`config.mk`:
```
export PLATFORM = sky130hd
export DESIGN_NAME = sensor_fusion_hub
export DESIGN_NICKNAME = d
export VERILOG_FILES = /design/src/rtl/hub_pkg.sv /design/src/rtl/rr_arbiter.sv /design/src/rtl/sensor_fusion_hub.sv
export SDC_FILE = /design/constraint.sdc
export NUM_CORES = 1
export LEC_CHECK = 0
export BUFFER_PORTS_ARGS = -buffer_cell sky130_fd_sc_hd__buf_2
export CAP_MARGIN = 40
export CORE_UTILIZATION = 55
export DETAILED_ROUTE_END_ITERATION = 6
export GPL_TIMING_DRIVEN = 0
export PLACE_DENSITY = 0.84
export SLEW_MARGIN = 10
export SYNTH_ARGS = -nofsm -noshare
export SYNTH_HDL_FRONTEND = slang
export SYNTH_HIERARCHICAL = 1
export SYNTH_SLANG_ARGS = --single-unit
```
`constraint.sdc`:
```
create_clock -name clk -period 17.95 [get_ports clk]
set_clock_uncertainty 0.1 [all_clocks]
set_input_delay 3.59 -clock clk [delete_from_list [all_inputs] [get_ports clk]]
set_output_delay 3.59 -clock clk [all_outputs]
set_load 0.005 [all_outputs]
```
`src/rtl/hub_pkg.sv`:
```
// Shared types and arithmetic for the sensor fusion hub and its command path.
package hub_pkg;

   typedef enum logic [1:0] {
      IDLE,
      FILTER,
      OUT
   } hub_state_t;

   localparam int HUB_NCH = 4;
   localparam int CHW     = $clog2(HUB_NCH);

   // Widened EMA step: inputs zero-extended to 32 bits, caller truncates to its sample width.
   // The arithmetic shift floors toward -inf, so the result always lies between filt and x.
   function automatic logic [31:0] ema_step(input logic [31:0] filt,
                                            input logic [31:0] x,
                                            input int          shift);
      logic signed [32:0] diff;
      diff = $signed({1'b0, x}) - $signed({1'b0, filt});
      diff = diff >>> shift;
      return filt + diff[31:0];
   endfunction

endpackage

```
`src/rtl/rr_arbiter.sv`:
```
// Combinational round-robin picker: first requester at or after ptr, wrapping at N.
module rr_arbiter #(
   parameter int N = 4,
   localparam int CW = $clog2(N)
) (
   input  logic [N-1:0]  req,
   input  logic [CW-1:0] ptr,
   output logic [CW-1:0] grant_idx,
   output logic          any_grant
);

   // Scan from the farthest offset down so the nearest requester is written last and wins.
   always_comb begin
      int j;
      j         = 0;
      grant_idx = '0;
      any_grant = 1'b0;
      for (int i = N - 1; i >= 0; i--) begin
         j = int'(ptr) + i;
         if (j >= N) begin
            j = j - N;
         end
         if (req[j]) begin
            grant_idx = CW'(j);
            any_grant = 1'b1;
         end
      end
   end

endmodule

```
`src/rtl/sensor_fusion_hub.sv`:
```
// Multi-channel sample filter: per-channel capture and staleness, one shared EMA datapath,
// round-robin service and a single valid/ready result port.
module sensor_fusion_hub
   import hub_pkg::*;
#(
   parameter int NCH            = HUB_NCH,
   parameter int W              = 8,
   parameter int ALPHA_SHIFT    = 2,
   parameter int TIMEOUT_CYCLES = 12_500_000
) (
   input  logic                    clk,
   input  logic                    reset,
   input  logic [NCH-1:0]          in_valid,
   input  logic [NCH*W-1:0]        in_data,
   input  logic [NCH-1:0]          cfg_bypass,
   input  logic                    clr_overrun,
   output logic                    out_valid,
   input  logic                    out_ready,
   output logic [$clog2(NCH)-1:0]  out_ch,
   output logic [W-1:0]            out_data,
   output logic [NCH*W-1:0]        filt_data,
   output logic [NCH-1:0]          stale,
   output logic [NCH-1:0]          overrun
);

   localparam int            CW          = $clog2(NCH);
   localparam int            TW          = $clog2(TIMEOUT_CYCLES + 1);
   localparam logic [TW-1:0] TIMEOUT_VAL = TW'(TIMEOUT_CYCLES);

   hub_state_t     state;
   logic [CW-1:0]  rr_ptr;
   logic [CW-1:0]  grant_idx;
   logic [CW-1:0]  cur_ch;
   logic           any_grant;
   logic           grant_fire;
   logic [W-1:0]   cur_x;
   logic [W-1:0]   filt_y;
   logic [W-1:0]   hold     [NCH];
   logic [W-1:0]   filt     [NCH];
   logic [TW-1:0]  idle_cnt [NCH];
   logic [NCH-1:0] pending;
   logic [NCH-1:0] seeded;
   logic [NCH-1:0] timeout_hit;
   logic [NCH-1:0] granted_now;

   rr_arbiter #(.N(NCH)) u_arb (
      .req       (pending),
      .ptr       (rr_ptr),
      .grant_idx (grant_idx),
      .any_grant (any_grant)
   );

   assign grant_fire = (state == IDLE) && any_grant;

   always_comb begin
      granted_now = '0;
      timeout_hit = '0;
      filt_data   = '0;
      for (int c = 0; c < NCH; c++) begin
         granted_now[c]        = grant_fire && (grant_idx == CW'(c));
         timeout_hit[c]        = !in_valid[c] && (idle_cnt[c] == TIMEOUT_VAL - 1'b1);
         filt_data[c*W +: W]   = filt[c];
      end
   end

   // An unseeded (fresh or timed-out) channel takes its first sample raw instead of
   // smoothing toward a value that no longer means anything.
   always_comb begin
      filt_y = cur_x;
      if (!cfg_bypass[cur_ch] && seeded[cur_ch]) begin
         filt_y = W'(ema_step(32'(filt[cur_ch]), 32'(cur_x), ALPHA_SHIFT));
      end
   end

   always_ff @(posedge clk or posedge reset) begin
      if (reset) begin
         for (int c = 0; c < NCH; c++) begin
            hold[c]     <= '0;
            idle_cnt[c] <= TIMEOUT_VAL;
         end
         pending <= '0;
         seeded  <= '0;
         stale   <= '1;
         overrun <= '0;
      end else begin
         for (int c = 0; c < NCH; c++) begin
            if (in_valid[c]) begin
               hold[c]     <= in_data[c*W +: W];
               pending[c]  <= 1'b1;
               idle_cnt[c] <= '0;
               stale[c]    <= 1'b0;
            end else begin
               if (granted_now[c]) begin
                  pending[c] <= 1'b0;
               end
               if (idle_cnt[c] != TIMEOUT_VAL) begin
                  idle_cnt[c] <= idle_cnt[c] + 1'b1;
               end
               if (timeout_hit[c]) begin
                  stale[c] <= 1'b1;
               end
            end

            // A sample landing on its own grant edge is not lost, so it is not an overrun.
            if (in_valid[c] && pending[c] && !granted_now[c]) begin
               overrun[c] <= 1'b1;
            end else if (clr_overrun) begin
               overrun[c] <= 1'b0;
            end

            if (timeout_hit[c]) begin
               seeded[c] <= 1'b0;
            end else if ((state == FILTER) && (cur_ch == CW'(c))) begin
               seeded[c] <= 1'b1;
            end
         end
      end
   end

   always_ff @(posedge clk or posedge reset) begin
      if (reset) begin
         state     <= IDLE;
         rr_ptr    <= '0;
         cur_ch    <= '0;
         cur_x     <= '0;
         out_valid <= 1'b0;
         out_ch    <= '0;
         out_data  <= '0;
         for (int c = 0; c < NCH; c++) begin
            filt[c] <= '0;
         end
      end else begin
         case (state)
            IDLE: begin
               if (any_grant) begin
                  cur_ch <= grant_idx;
                  cur_x  <= hold[grant_idx];
                  rr_ptr <= (grant_idx == CW'(NCH - 1)) ? '0 : grant_idx + 1'b1;
                  state  <= FILTER;
               end
            end
            FILTER: begin
               filt[cur_ch] <= filt_y;
               out_data     <= filt_y;
               out_ch       <= cur_ch;
               out_valid    <= 1'b1;
               state        <= OUT;
            end
            OUT: begin
               if (out_ready) begin
                  out_valid <= 1'b0;
                  state     <= IDLE;
               end
            end
            default: state <= IDLE;
         endcase
      end
   end

endmodule

```
==> impl_metrics.csv <==
group,metric,value,unit
status,status,"finished, final reports clean",
clocking,postCtsSetupBuffers,0,
clocking,path_clk_slew,0.06,ns
setup_path,worst_setup_path_start_kind,"input pin",
placement,hpwl,16.4,mm
synth,synth_ff_type,"dfrtp_1",
synth,synthTopCellsByArea,"dfrtp_1, dfstp_2, xor2_1, mux2_2, nor2_1",
setup_path,critPathMaxFanout,10,
sta,max_freq,197,MHz
clocking,cts_tree,"yes",
power_and_ir_drop,powerDensity,190,nW/µm²
power_and_ir_drop,p_comb_frac,0.514,
sta,slew_headroom,0.430,
clocking,cts_root_buf,"clkbuf_16",
drt,dr.pass1.iters,5,
clocking,clock_latency,0.51,ns
sta,setup-tns-final,0,ns
setup_path,cp_data_required_time,18.23,ns
drt,antenna_left,0,
final_layout,drive_gt1_frac,0.236,
drt,drc,0,
drt,wl,23.5,mm
final_layout,fin_nets,1164,
floorplanning,die_x,138,µm
synth,yosysTopAreaCell,"dfrtp_1",
power_and_ir_drop,seqPwrFrac,0.281,
floorplanning,die_h,138,µm
sta,rsz0062_at_grt,"false",
synth,synth_warnings,6,
clocking,h-tree-depth,1,
final_layout,diodes,0,
synth,yosysUniqueCellTypes,57,
sta,post-route-period-util,0.282,
setup_path,critPathCaptureType,"flop",
global_route,grt_overflow,0,
floorplanning,start_util,0.562,
min_path,hold_path.class,"reg -> reg",
global_route,grt.total_usage,0.258,
drt,viasPerCell,5.79,
sta,holdWs,0.376,ns
synth,synth_area_per_cell,10.4,µm²
power_and_ir_drop,p_clk_frac,0.205,
power_and_ir_drop,p_total,2.21,mW
clocking,cts_resized,0,
final_layout,syn2layout_area_growth,15.0,%
synth,synth_enable_flop_cells,0,
sta,slew_viol_final,0,
drt,vias,7720,
global_route,grt_pass1_vias,7606,
setup_path,regToRegSetupSlack,12.95,ns
sta,tightest_slew,0.856,ns
synth,yosysSeqAreaShare,0.503,
synth,syn_area,10100,µm²
run,max_cap_viol_count,0,
synth,ys_ff_latch,201,
placement,io_buffers,90,
setup_path,critPathKind,"in -> reg",
global_route,grt_max_degree,125,
setup_path,crit_arrival,5.34,ns
placement,routabilityCongestion,0.957,
final_layout,fill_cells,1398,
floorplanning,dieArea,19000,µm²
drt,wire_per_inst,17.6,µm
drt,drt_iter0_markers,582,
global_route,antenna_found_initial,0,
floorplanning,ios,95,
sta,fin_crit,5.07,ns
final_layout,layout_commonest_cell,"dfrtp_1",
floorplanning,coreArea,18000,µm²
synth,postSynth.asyncResetShare,1.00,
clocking,cts_buffer_depth,3,
synth,syn_nets,1047,
power_and_ir_drop,swShare,0.411,
power_and_ir_drop,p_leak,5.03,nW
clocking,cts_num_sinks,201,
synth,yosysTopAreaCellShare,0.368,
final_layout,layout_common_cells,"dfrtp_1, nor2_1, nand2_1",
floorplanning,rows,49,
sta,hold_viol_final,0,
clocking,numCtsBuffers,22,
power_and_ir_drop,switchingPower,907,µW
global_route,grt_pass1_wl,38.2,mm
sta,final-setup-viol-count,0,
power_and_ir_drop,p_int,1.30,mW
clocking,hold_buffers,0,
power_and_ir_drop,peakVddDrop,213,µV
synth,syn_inst,973,
state kept, by name (all words and copies together) (netlist names):
name       cells
cur_ch         2
cur_x          8
filt_data     32
hold          32
idle_cnt      96
out_ch         2
out_data       8
out_valid      1
overrun        4
pending        4
rr_ptr         2
seeded         4
stale          4
state          2
layout make-up:
type,count,area (µm²),share of cell area
multi-input combinational,699,4750,0.408
tap,229,287,0.0246
sequential,201,5090,0.438
timing repair buffer,93,494,0.0425
buffer,36,141,0.0121
clock inverter,4,56.3,0.00484
inverter,37,146,0.0126
clock buffer,35,669,0.0575
per-layer routing:
metal	routed length, µm	GRT usage
met2	11500	0.434
met3	1250	0.0368
met4	625	0.0897
met1	10100	0.342
met5	0	0
synthesized netlist by cell type (7+ instances only):
cell type and number:
xnor2_1 30, inv_1 37, nand3_1 47, a21o_1 7
and3_1 24, nand2b_1 8, nand4_1 19, clkbuf_1 23
dfrtp_1 149, dfstp_2 52, buf_1 8, mux2_2 44
mux4_2 15, nor2_1 107, nor3_1 19, o21ai_0 50
nor4_1 10, xor2_1 57, ha_1 29, a21oi_1 38
or3_1 14, mux2i_1 16, nand2_1 97
metrics by stage:
stage          std cells  setup slack [ns]  area, µm²  utilization
3_5_place_dp        1295             12.38      10900        0.605
6_report            1334             12.88      11600        0.646
4_1_cts             1334             12.90      11600        0.646
2_1_floorplan        973              8.86      10100            -
5_1_grt             1334             12.67      11600        0.646
3_3_place_gp        1292              6.74      10900        0.603
power by group through the flow:
stage,clock [mW],combinational [mW],sequential [mW]
after CTS,0.457,1.12,0.619
final,0.453,1.13,0.620
after detailed placement,0,1.11,0.625
after floorplan,0,0.835,0.608
after global placement,0,1.07,0.621
after global routing,0.476,1.26,0.631
final timing paths:
path,depth (start not counted),startpoint,endpoint
max,6,cfg_bypass[2],filt_data[4]
max in group asynchronous,3,reset,filt_data[8]
max reg2reg,16,cur_ch[1],filt_data[6]
min in group asynchronous,2,reset,idle_cnt[56]
min,2,out_data[2],out_data[2]
min reg2reg,2,out_data[2],out_data[2]
cell families after synthesis:
family | Yosys count | synth area share
flops | 201 | 0.503
compound gates | 121 | 0.0708
xor+xnor | 87 | 0.0753
fa+ha+maj | 30 | 0.0378
mux | 75 | 0.0981
buf+inv | 73 | 0.0277
simple gates | 386 | 0.187
critical path: stages:
cell and delay, ns:
buf_2 0.11, o311ai_1 0.44, o21ai_1 0.38, buf_2 0.30, a21oi_1 0.37, o21ai_0 0.16
Power figures use the tool's default switching activity.
